`src/rtl/traffic_monitor.sv`:
```
// Read-only checker for the traffic-controller lamp bus: one-hot lamps, G->Y->R order
// and exact per-phase dwell, with a sticky coded fault for supervisory logic.
//
// state   | meaning
// --------+------------------------------------------------------------
// S_SYNC  | waiting for the first legal lamp change; no dwell checking
// S_CHK_G | green phase under dwell check
// S_CHK_Y | yellow phase under dwell check
// S_CHK_R | red phase under dwell check
// S_FAULT | violation latched; checks suspended until clr_fault or reset
module traffic_monitor #(
  parameter int GREEN_TIME  = 10,
  parameter int YELLOW_TIME = 3,
  parameter int RED_TIME    = 7,
  parameter int CNT_W       = 4
) (
  input  logic       clk,
  input  logic       rst,
  input  logic       green,
  input  logic       yellow,
  input  logic       red,
  input  logic       clr_fault,
  output logic       fault,
  output logic [2:0] fault_code,
  output logic       phase_ok,
  output logic [7:0] cycle_cnt
);

  typedef enum logic [2:0] {
    S_SYNC,
    S_CHK_G,
    S_CHK_Y,
    S_CHK_R,
    S_FAULT
  } state_t;

  localparam logic [2:0] LAMP_NONE = 3'b000;
  localparam logic [2:0] LAMP_G    = 3'b100;
  localparam logic [2:0] LAMP_Y    = 3'b010;
  localparam logic [2:0] LAMP_R    = 3'b001;

  localparam logic [2:0] CODE_NONE  = 3'd0;
  localparam logic [2:0] CODE_COMBO = 3'd1;
  localparam logic [2:0] CODE_SEQ   = 3'd2;
  localparam logic [2:0] CODE_SHORT = 3'd3;
  localparam logic [2:0] CODE_LONG  = 3'd4;

  localparam logic [CNT_W-1:0] G_LIM   = CNT_W'(GREEN_TIME);
  localparam logic [CNT_W-1:0] Y_LIM   = CNT_W'(YELLOW_TIME);
  localparam logic [CNT_W-1:0] R_LIM   = CNT_W'(RED_TIME);
  localparam logic [CNT_W-1:0] DWELL_1 = CNT_W'(1);

  state_t           state_q, state_d;
  logic [CNT_W-1:0] dwell_q, dwell_d;
  logic [2:0]       prev_q, prev_d;
  logic             fault_q, fault_d;
  logic [2:0]       code_q, code_d;
  logic             phase_ok_q, phase_ok_d;
  logic [7:0]       cycle_cnt_q, cycle_cnt_d;

  logic [2:0]       lamp_s;
  logic             lamp_legal;
  logic [2:0]       cur_lamp;
  logic [CNT_W-1:0] cur_lim;
  logic [2:0]       viol;

  function automatic logic is_lamp(input logic [2:0] l);
    return (l == LAMP_G) || (l == LAMP_Y) || (l == LAMP_R);
  endfunction

  function automatic logic [2:0] succ_of(input logic [2:0] l);
    case (l)
      LAMP_G:  return LAMP_Y;
      LAMP_Y:  return LAMP_R;
      LAMP_R:  return LAMP_G;
      default: return LAMP_NONE;
    endcase
  endfunction

  function automatic state_t chk_of(input logic [2:0] l);
    case (l)
      LAMP_G:  return S_CHK_G;
      LAMP_Y:  return S_CHK_Y;
      LAMP_R:  return S_CHK_R;
      default: return S_SYNC;
    endcase
  endfunction

  always_comb begin
    lamp_s     = {green, yellow, red};
    lamp_legal = is_lamp(lamp_s);
    case (state_q)
      S_CHK_G: begin
        cur_lamp = LAMP_G;
        cur_lim  = G_LIM;
      end
      S_CHK_Y: begin
        cur_lamp = LAMP_Y;
        cur_lim  = Y_LIM;
      end
      S_CHK_R: begin
        cur_lamp = LAMP_R;
        cur_lim  = R_LIM;
      end
      default: begin
        cur_lamp = LAMP_NONE;
        cur_lim  = '0;
      end
    endcase
  end

  always_comb begin
    state_d     = state_q;
    dwell_d     = dwell_q;
    prev_d      = lamp_s;
    fault_d     = fault_q;
    code_d      = code_q;
    phase_ok_d  = 1'b0;
    cycle_cnt_d = cycle_cnt_q;
    viol        = CODE_NONE;

    if (clr_fault) begin
      // Clear wins over anything seen on this sample; counter history is kept.
      state_d = S_SYNC;
      dwell_d = '0;
      fault_d = 1'b0;
      code_d  = CODE_NONE;
    end else begin
      case (state_q)
        S_FAULT: prev_d = prev_q;
        S_SYNC: begin
          if (!lamp_legal) begin
            viol = CODE_COMBO;
          end else if (is_lamp(prev_q) && (lamp_s != prev_q)) begin
            if (lamp_s != succ_of(prev_q)) begin
              viol = CODE_SEQ;
            end else begin
              state_d = chk_of(lamp_s);
              dwell_d = DWELL_1;
            end
          end
        end
        S_CHK_G, S_CHK_Y, S_CHK_R: begin
          if (!lamp_legal) begin
            viol = CODE_COMBO;
          end else if (lamp_s == cur_lamp) begin
            // Dwell saturates at the limit; one more sample is an overrun.
            if (dwell_q == cur_lim) viol = CODE_LONG;
            else                    dwell_d = dwell_q + DWELL_1;
          end else if (lamp_s != succ_of(cur_lamp)) begin
            viol = CODE_SEQ;
          end else if (dwell_q < cur_lim) begin
            viol = CODE_SHORT;
          end else begin
            phase_ok_d = 1'b1;
            state_d    = chk_of(lamp_s);
            dwell_d    = DWELL_1;
            if (cur_lamp == LAMP_R) cycle_cnt_d = cycle_cnt_q + 8'd1;
          end
        end
        default: begin
          state_d = S_SYNC;
          dwell_d = '0;
        end
      endcase

      if (viol != CODE_NONE) begin
        state_d = S_FAULT;
        dwell_d = '0;
        fault_d = 1'b1;
        code_d  = viol;
      end
    end
  end

  always_ff @(posedge clk or negedge rst) begin
    if (!rst) begin
      state_q     <= S_SYNC;
      dwell_q     <= '0;
      prev_q      <= LAMP_NONE;
      fault_q     <= 1'b0;
      code_q      <= CODE_NONE;
      phase_ok_q  <= 1'b0;
      cycle_cnt_q <= 8'd0;
    end else begin
      state_q     <= state_d;
      dwell_q     <= dwell_d;
      prev_q      <= prev_d;
      fault_q     <= fault_d;
      code_q      <= code_d;
      phase_ok_q  <= phase_ok_d;
      cycle_cnt_q <= cycle_cnt_d;
    end
  end

  assign fault      = fault_q;
  assign fault_code = code_q;
  assign phase_ok   = phase_ok_q;
  assign cycle_cnt  = cycle_cnt_q;

endmodule

```
`config.mk`:
```
export PLATFORM = sky130hd
export DESIGN_NAME = traffic_monitor
export DESIGN_NICKNAME = d
export VERILOG_FILES = /design/src/rtl/traffic_monitor.sv
export SDC_FILE = /design/constraint.sdc
export NUM_CORES = 1
export LEC_CHECK = 0
export ABC_CLOCK_PERIOD_IN_PS = 5800
export CAP_MARGIN = 20
export CORE_AREA = 2 2 89 82
export CTS_CLUSTER_SIZE = 12
export DETAILED_ROUTE_END_ITERATION = 8
export DIE_AREA = 0 0 91 84
export DONT_BUFFER_PORTS = 1
export SETUP_SLACK_MARGIN = 0.5
export SLEW_MARGIN = 15
export SYNTH_ARGS = -nofsm -noshare
export SYNTH_HDL_FRONTEND = slang
export SYNTH_SLANG_ARGS = --single-unit
export TNS_END_PERCENT = 10
```
`constraint.sdc`:
```
create_clock -name clk -period 5.8 [get_ports clk]
set_input_delay 0.87 -clock clk [delete_from_list [all_inputs] [get_ports clk]]
set_output_delay 0.87 -clock clk [all_outputs]
set_load 0.05 [all_outputs]
```
==> reports/results.ini <==
[yosys]
synth_nets = 192
synth.cell_area_sq_mm = 0.00164
synth_edf_count = 0
synthArstFlopShare = 1.00
synth_area_leaders = dfrtp_1 (35%), xnor2_1 (4.8%), nor2_1 (3.9%)
yosysTopAreaCell = dfrtp_1
ys.warnings.count = 0
syn_avg_cell_area_sq_um = 9.05
ys_types = 58
synth_top_cell_area_share = 0.351
synth_top_flop_cell = dfrtp_1
syn_inst = 181
synth.top_cells.by_count = dfrtp_1 (23), nor2_1 (17), nand2_1 (12)
seq_area_frac_synth = 0.351
yosysMostFrequentCell = dfrtp_1
synth_seq_cells = 23

[global_routing]
grt_first_pass_wirelength_um = 6420
gr-total-overflow = 0
antenna_found_initial = 0
grt_pass1_vias = 1305
grt_max_degree = 24
grt_use_total = 0.101

[setup_path]
endpoint = state_q[1]
path_cells = or3b_2 -> ha_1 -> o211ai_1 -> o21a_1 -> o221ai_2 -> o211ai_2 -> or4b_4 -> a21oi_2
startpoint_type = flop
reg2reg_slack_ns = 2.82
r2r_end = state_q[1]
reg2reg_from = state_q[2]
path_class = reg2reg
critPathArrivalTime_ns = 3.18
worst_path_largest_cell_delay_ns = 0.60
required_ns = 6.00
critPathSlowestCell = dfrtp_1
critical_path.startpoint = state_q[2]
path_max_fanout = 16
worst-r2r-cell-count = 8
crit_path_end_kind = flop

[placement]
portBuffers = 0
gp_congestion = 0.857
dp_cells = 265
dp_hpwl_um = 2720

[clocking]
cts_setup_buffers = 0
numCtsBuffers = 3
clock_path_buffers = 2
htreeDepth = 1
cts_tree = yes
ctsHoldBuffers = 0
cts.sinks = 23
clock_tree.root_cell = clkbuf_8
clock_latency_ns = 0.26
path_clk_slew_ns = 0.08
ctsResizeCount = 0

[final_layout]
syn_to_final_growth_pct = 7.49
antennaDiodeCount = 0
nNetsFinal = 188
layout-drive-gt1-share = 0.114
instances_no_fill = 269

[pwr]
power_uw = 324
internal_power_uw = 234
power.density_mw_per_mm2 = 184
peakVddDrop_mv = 0.0884
p_leak_uw = 0.000640
power.switching_uw = 89.8
share_comb_of_total_power = 0.125
switching_share = 0.278
p_clk_frac = 0.303
power_frac_seq = 0.572

[sta]
setup_viol = 0
post-route-period-util = 0.514
tns_ns = 0
clock_skew_ns = 0.00199
period_needed_ns = 2.98
maxSlewHeadroom = 0.554
maxSlewViolCount = 0
hold_viol = 0
max_freq_ghz = 0.335
grt_setup_unrepaired = no
tightest_slew_ns = 0.661

[drt]
firstDrtPassIters = 4
wirelength_um = 3740
routedWlPerCell_um = 13.9
first_iter_violations = 104
drc = 0
ant_nets = 0
vias = 1358
viasPerCell = 5.05

[run]
maxCapViolations = 0

[floorplanning]
core_area_sq_mm = 0.00682
std_cell_rows = 29
pin_count = 19
fp.dieW_um = 91
die_area_sq_mm = 0.00764
fp.dieH_um = 84
start_util = 0.240

[worst_hold_path]
min_path_type = in2async

[status]
status = finished, final reports clean

## flip-flops by register name, indices dropped and copies added, names as in the netlist
name	cells
cycle_cnt	8
prev_q	3
fault	1
state_q	3
fault_code	3
dwell_q	4
phase_ok	1
## logic make-up after synthesis
logic type | synth area share
DFF | 0.351
muxes | 0.0267
AOI/OAI and AO/OA | 0.213
xor gates and xnor gates | 0.0535
adders and majority gates | 0.0382
and+or+nand+nor | 0.277
buffers and inverters | 0.0397
## metal layers
metal	wire length, um	global-route usage	up-vias
met4	0	0.0165	0
li1	-	-	665
met2	1780	0.164	42
met3	264	0.0289	0
met5	0	0	-
met1	1690	0.136	651
## worst min path at each step
| stage | start | endpoint | cells after the start |
|---|---|---|---|
| global placement | rst | dwell_q[3] | 0 |
| detailed placement | rst | dwell_q[3] | 0 |
| finish | rst | state_q[1] | 0 |
| floorplan | dwell_q[1] | dwell_q[1] | 2 |
| global route | rst | dwell_q[3] | 0 |
| CTS | rst | dwell_q[3] | 0 |
## layout make-up
| cell class | count | area [sq um] |
|---|---|---|
| clock buffer | 4 | 45.0 |
| fill | 762 | 5060 |
| inverter | 7 | 26.3 |
| multi-input combinational | 142 | 997 |
| sequential | 23 | 576 |
| tap | 93 | 116 |
## through the flow
stage / util / hold slack [ns] / instance area, sq um / worst slack, ns
after CTS: 0.258 / 0.288 / 1760 / 2.83
after floorplan: - / 0.543 / 1640 / 3.09
final: 0.258 / 0.297 / 1760 / 2.82
after detailed placement: 0.251 / 0.576 / 1720 / 2.85
after global routing: 0.258 / 0.274 / 1760 / 2.63
after global placement: 0.251 / 0.576 / 1720 / 2.90
## worst max-delay path, delay by kind of cell (launching register included)
family	cells	cell delay [ns]
flops	1	0.60
simple gates	2	1.11
fa+ha+maj	1	0.31
compound gates	5	0.90
## power by group through the flow
stage / clock (uW) / sequential [uW] / combinational (uW)
after floorplan: 0 / 182 / 41.8
after global placement: 0 / 188 / 39.9
after detailed placement: 0 / 188 / 40.2
after CTS: 102 / 185 / 40.4
after global routing: 112 / 187 / 45.4
final: 98.2 / 185 / 40.4
## placed cells by master (no fill, tap or decap), types with 2 or more instances in the layout
cell      Yosys  layout
o21a_1        2       2
nand2_1      12      12
a21oi_1      10      10
nand3_1       5       5
or3_1         3       3
or2_2         2       2
or3b_2        3       3
and2_1        2       2
nand2b_1      4       4
ha_1          5       5
a21o_1        2       2
a31oi_1       7       7
nor2_1       17      17
a211oi_1      2       2
o21ai_0       4       4
nor4b_1       2       2
nor3_1        3       3
nand3b_1      4       4
mux2_2        3       3
o211ai_1      3       3
dfrtp_1      23      23
nor3b_1       3       3
clkbuf_8      0       3
nand4_1       4       4
xnor2_1       9       9
inv_1         7       7
(Power assumes the default switching activity.)
